==> src/rtl/spi_mem_fsm.sv <==
// SPI memory slave control FSM: sequences the shift register, address
// latch, data-memory write and MISO buffer for one SPI transaction
// (address+R/W frame followed by a read or write data frame).
module spi_mem_fsm #(
    parameter int DATA_W = 8,
    parameter int CNT_W  = 4
) (
    input  logic       clk,
    input  logic       resetn,
    input  logic       cs_n,
    input  logic       sclk_posedge,
    input  logic       rw_bit,
    output logic [1:0] sr_mode,
    output logic       addr_we,
    output logic       dm_we,
    output logic       miso_buf_en,
    output logic       busy
);

    localparam logic [1:0] SR_HOLD  = 2'b00;
    localparam logic [1:0] SR_LEFT  = 2'b01;
    localparam logic [1:0] SR_PLOAD = 2'b11;

    // Counter value on which the final bit of a frame arrives.
    localparam logic [CNT_W-1:0] LAST_BIT = CNT_W'(DATA_W - 1);

    typedef enum logic [2:0] {
        IDLE        = 3'd0,
        GET_ADDR    = 3'd1,
        GOT_ADDR    = 3'd2,
        READ_LOAD   = 3'd3,
        READ_SHIFT  = 3'd4,
        WRITE_SHIFT = 3'd5,
        WRITE_MEM   = 3'd6,
        DONE        = 3'd7
    } state_t;

    state_t           state;
    state_t           state_next;
    logic [CNT_W-1:0] bit_cnt;
    logic             counting;
    logic             last_pulse;

    // Only the three shifting states consume SCLK edges; edges elsewhere are ignored.
    assign counting   = (state == GET_ADDR) || (state == READ_SHIFT) || (state == WRITE_SHIFT);
    assign last_pulse = sclk_posedge && (bit_cnt == LAST_BIT);

    // State register.
    always_ff @(posedge clk or negedge resetn) begin
        if (!resetn) begin
            state <= IDLE;
        end else begin
            state <= state_next;
        end
    end

    // Bit counter: restarts on every state change, counts SCLK edges while shifting.
    always_ff @(posedge clk or negedge resetn) begin
        if (!resetn) begin
            bit_cnt <= '0;
        end else if (state_next != state) begin
            bit_cnt <= '0;
        end else if (counting && sclk_posedge) begin
            bit_cnt <= bit_cnt + CNT_W'(1);
        end
    end

    // Next-state logic and Moore output decode of the registered state.
    always_comb begin
        state_next  = state;
        sr_mode     = SR_HOLD;
        addr_we     = 1'b0;
        dm_we       = 1'b0;
        miso_buf_en = 1'b0;
        busy        = (state != IDLE);

        case (state)
            IDLE: begin
                if (!cs_n) state_next = GET_ADDR;
            end
            GET_ADDR: begin
                sr_mode = SR_LEFT;
                if (cs_n)            state_next = IDLE;
                else if (last_pulse) state_next = GOT_ADDR;
            end
            GOT_ADDR: begin
                addr_we = 1'b1;
                if (cs_n)        state_next = IDLE;
                else if (rw_bit) state_next = READ_LOAD;
                else             state_next = WRITE_SHIFT;
            end
            READ_LOAD: begin
                sr_mode     = SR_PLOAD;
                miso_buf_en = 1'b1;
                state_next  = cs_n ? IDLE : READ_SHIFT;
            end
            READ_SHIFT: begin
                sr_mode     = SR_LEFT;
                miso_buf_en = 1'b1;
                if (cs_n)            state_next = IDLE;
                else if (last_pulse) state_next = DONE;
            end
            WRITE_SHIFT: begin
                sr_mode = SR_LEFT;
                if (cs_n)            state_next = IDLE;
                else if (last_pulse) state_next = WRITE_MEM;
            end
            WRITE_MEM: begin
                // All data bits are in, so the write commits even if CS rises now.
                dm_we      = 1'b1;
                state_next = cs_n ? IDLE : DONE;
            end
            DONE: begin
                // Wait for CS to rise so a held-low CS cannot start a second transaction.
                if (cs_n) state_next = IDLE;
            end
            default: begin
                state_next = IDLE;
            end
        endcase
    end

endmodule

==> config.mk <==
export PLATFORM = sky130hd
export DESIGN_NAME = spi_mem_fsm
export DESIGN_NICKNAME = d
export VERILOG_FILES = /design/src/rtl/spi_mem_fsm.sv
export SDC_FILE = /design/constraint.sdc
export NUM_CORES = 1
export LEC_CHECK = 0
export BUFFER_PORTS_ARGS = -buffer_cell sky130_fd_sc_hd__buf_2
export CORE_AREA = 2 2 39 41
export DETAILED_ROUTE_END_ITERATION = 12
export DIE_AREA = 0 0 41 43
export SLEW_MARGIN = 20
export SYNTH_ARGS = -nofsm -noshare
export SYNTH_HDL_FRONTEND = slang
export SYNTH_SLANG_ARGS = --single-unit
==> constraint.sdc <==
create_clock -name clk -period 1.75 [get_ports clk]
set_input_delay 0 -clock clk [delete_from_list [all_inputs] [get_ports clk]]
set_output_delay 0 -clock clk [all_outputs]
set_load 0.02 [all_outputs]
# [Word level (Yosys, flattened, before mapping)]
# Cells that the tools add are included.
[word_totals] input_bits=5 ff_bits=7 word_cells=40
[classes] reduce_logical=9 muxes=19 add_sub_neg=1 n_eq_ne=9
[ops] operator="3-bit 2-to-1 mux" count=12
[ops] operator="3-bit one-hot mux with 8 select lines" count=1
[ops] operator="3-bit equality test, second input constant" count=4
[ops] operator="4-bit 2-to-1 mux" count=2
[ops] operator="3-bit by 2-bit equality test with 1-bit output, second input constant" count=2
[ops] operator="4-bit by 1-bit adder with 4-bit output, second input constant" count=1
[ops] operator="4-bit by 3-bit equality test with 1-bit output, second input constant" count=1
[ops] operator="2-bit one-hot mux with 2 select lines" count=1
[ops] operator="3-bit by 1-bit equality test with 1-bit output, second input constant" count=1
[ops] operator="3-bit logical NOT" count=1
[ops] operator="1-bit 2-to-1 mux" count=3
[ops] operator="3-bit != test" count=1
[ops] operator="3-bit nonzero test" count=1
[ops] operator="3-bit OR reduction" count=1
[ops] operator="1-bit logical AND" count=2
[ops] operator="1-bit logical OR" count=2
[ops] operator="2-bit nonzero test" count=1
[ops] operator="2-bit OR reduction" count=1

# [Longest topological paths before layout]
[logic_depth] ltp_word=7 depth_mapped=5 depth_no_buf=5

# [Worst setup path after synthesis]
# OpenSTA, ideal clock, no wires.
[synth_timing] path_kind="register to output" from="register state[1]" to="output port miso_buf_en" stages_incl_launch_ff=5 path_buffers=1 arrival_time_ps=1357 setup_slack_ps=393 path_cell_list="dfrtp_1 buf_4 inv_1 nor3_1 a21o_1"
[synth_via] elab_chain_cells=3 elab_cells_between_ends=4
[synth_rtl] item="start: declaration" line="38" text="state_t state;"
[synth_rtl] item="start signal: assignment" line="53" text="state <= state_next;"
[synth_rtl] item="3-bit equality test or 3-bit by 2-bit equality test with 1-bit output (tied branches)" line="77" text="case (state)"
[synth_rtl] item="2-bit OR reduction (no line) *"
[synth_rtl] item="1-bit 2-to-1 mux *" line="77"
[synth_rtl] item="end: declaration" line="16" text="output logic miso_buf_en,"
# Every way passes the cells marked *; elsewhere a longest branch is shown, timed or not.

# [Worst setup path in the final report]
# Ends and elaborated chain as after synthesis.

==> results_dict.tcl <==
set metrics [dict create \
    period_minus_slack_ns 1.47 \
    antenna_found_initial 0 \
    fp.dieW_um 41 \
    grt_pass1_vias 344 \
    setup_violations 0 \
    routedLengthMet1_um 375 \
    synth_edf_count 0 \
    hold_path_class "in2async" \
    nNetsFinal 69 \
    clock_sinks 7 \
    post_synth.cell_area_avg_sq_um 9.46 \
    drive_gt1_frac 0.290 \
    slew_viol_final 0 \
    wl_met3_um 69 \
    layout_setup_ws_ns 0.277 \
    placed_area_sq_um 505 \
    finalCritPeriodShare 0.842 \
    synth_warnings 0 \
    synthArstFlopShare 1.00 \
    synthTopCellsByCount "nor2_1 (8), dfrtp_1 (7), nor3_1 (5), inv_1 (3), xnor2_1 (3)" \
    grt_pass1_wl_mm 1.45 \
    synthFlopType "dfrtp_1" \
    synthesis.nets 54 \
    ys_top_cells_by_area "dfrtp_1 (39%), nor2_1 (6.6%), xnor2_1 (5.8%), nor3_1 (5.5%), mux2i_1 (4.4%)" \
    holdWs_ns 0.109 \
    ant_nets 0 \
    fill_cells 139 \
    required_ns 1.75 \
    synth_area_sq_um 454 \
    vdd_drop_max_mv 0.284 \
    clkLatencyLatePin_ns 0.25 \
    fin_tns_setup_ns 0 \
    drt-initial-drc-count 1 \
    yosysTopAreaCellShare 0.386 \
    cts_buffers 3 \
    synth-seq-cells 7 \
    placementRows 14 \
    finalHoldViolations 0 \
    fin_cells 78 \
    rsz0062_at_grt "false" \
    multi_input_area_sq_um 249 \
    cts_max_level 1 \
    crit_start "state[1]$_DFF_PN0_" \
    yosys.cell_count.top_type "nor2_1" \
    critPathMaxFanout 9 \
    slew_headroom 0.747 \
    placedCellCount 72 \
    p_leak_nw 0.268 \
    post_drt_wl_per_cell_um 11.2 \
    yosysSeqAreaShare 0.386 \
    r2r_end "bit_cnt[3]$_DFFE_PN0P_" \
    p_total_uw 356 \
    drc 0 \
    antennaDiodeCount 0 \
    cts_resized 0 \
    grt_max_degree 10 \
    worstSetupEndpointType "output port" \
    cts_root_buf "clkbuf_4" \
    status "finished, final reports clean" \
    start_kind "flop" \
    r2r_cells 5 \
    cts_tree "done" \
    vias 385 \
    io_pins 11 \
    dieArea_sq_um 1760 \
    via_per_inst 4.94 \
    wirelength_um 872 \
    worst_pin_slew_ns 0.377 \
    topRoutingLayerUsed "met3" \
    final_area_sq_um 552 \
    dr.pass1.iters 2 \
    seqCellArea_sq_um 175 \
    crit_type "reg2out" \
    core_sq_um 1380 \
    area_delta_synth_final_pct 21.5 \
    grt_overflow 0 \
    cts.clk_slew.worst_paths_ns 0.05 \
    fmax_mhz 679 \
    finClkSkew_ns 0.00216 \
    chipHeight_um 43 \
    dr_wl_met2_um 428 \
    portBuffers 10 \
    syn_inst 48 \
    initial_utilization 0.328 \
    crit_arrival_ns 1.47 \
    worstReg2RegStart "bit_cnt[0]$_DFFE_PN0P_" \
    yosysTopAreaCell "dfrtp_1" \
    place_ws_ns 0.330 \
    reg2reg_slack_ns 0.34 \
    dpl.hpwl_um 687 \
    final_core_util 0.399 \
    ctsLongestPathBuffers 2 \
    grt_usage 0.127 \
    synth_cell_types 25 \
    powerDensity_nw_per_um2 645 \
    maxCapViolCount 0 \
    gp_congestion 0.715 \
]
[repair_timing]
action | 4_1_cts | 5_1_grt
setup buffers | 0 | 0
hold buffers | 2 | 0
endpoints found under the hold margin | 10 | 0
[registers in the layout, summed over array words and instances, names as in the netlist]
name     flops
bit_cnt      4
state        3
[logic make-up after synthesis]
| group | after synthesis | synth area share |
|---|---|---|
| and+or+nand+nor | 23 | 0.278 |
| AOI/OAI and AO/OA | 7 | 0.140 |
| DFF | 7 | 0.386 |
| buffers and inverters | 5 | 0.0661 |
| xor gates and xnor gates | 3 | 0.0579 |
| muxes | 2 | 0.0441 |
| adders and majority gates | 1 | 0.0275 |
[how the worst max path moves through the flow]
| stage | to | slack [ns] | cells past startpoint |
|---|---|---|---|
| 6_report | miso_buf_en | 0.28 | 4 |
| 3_3_place_gp | bit_cnt[3]$_DFFE_PN0P_ | 0.37 | 4 |
| 5_1_grt | miso_buf_en | 0.19 | 4 |
| 3_5_place_dp | bit_cnt[3]$_DFFE_PN0P_ | 0.33 | 5 |
| 4_1_cts | miso_buf_en | 0.26 | 4 |
| 2_1_floorplan | miso_buf_en | 0.39 | 4 |
[report_power, final]
group	switching, mW	leakage, nW	internal, mW	total [mW]
registers	0.00423	0.0948	0.166	0.170
logic	0.0238	0.158	0.0179	0.0417
clock network	0.0571	0.0150	0.0869	0.144
[layout make-up]
type / count / share of cell area
timing repair buffer: 12 / 0.127
inverter: 3 / 0.0204
multi-input combinational: 36 / 0.451
clock buffer: 4 / 0.0476
sequential: 7 / 0.317
tap: 16 / 0.0363
[routing by layer]
layer	vias to the layer above	global-route usage
met5	-	0
met4	0	0.0600
met3	0	0.0785
met2	10	0.191
met1	185	0.134
li1	190	-
[critical path, stage by stage (launching register included)]
cell and delay [ns]:
dfrtp_1 0.49, inv_1 0.16, nor3_1 0.30, a21o_1 0.12
buf_2 0.15
[cell usage in the layout (no fill, tap or decap), drive strengths merged]
master / instances
a221o: 1
nor2b: 1
nor2: 8
and2: 1
a2111oi: 1
xnor2: 3
nor3: 5
nor3b: 1
clkbuf: 4
and2b: 1
a21o: 1
buf: 10
nand4b: 1
dfrtp: 7
o21ai: 1
nand2b: 1
mux2i: 2
or2b: 1
nand3: 1
a21oi: 2
ha: 1
dlygate4sd3: 2
a22oi: 1
nand2: 2
inv: 3
(Power assumes the default switching activity.)
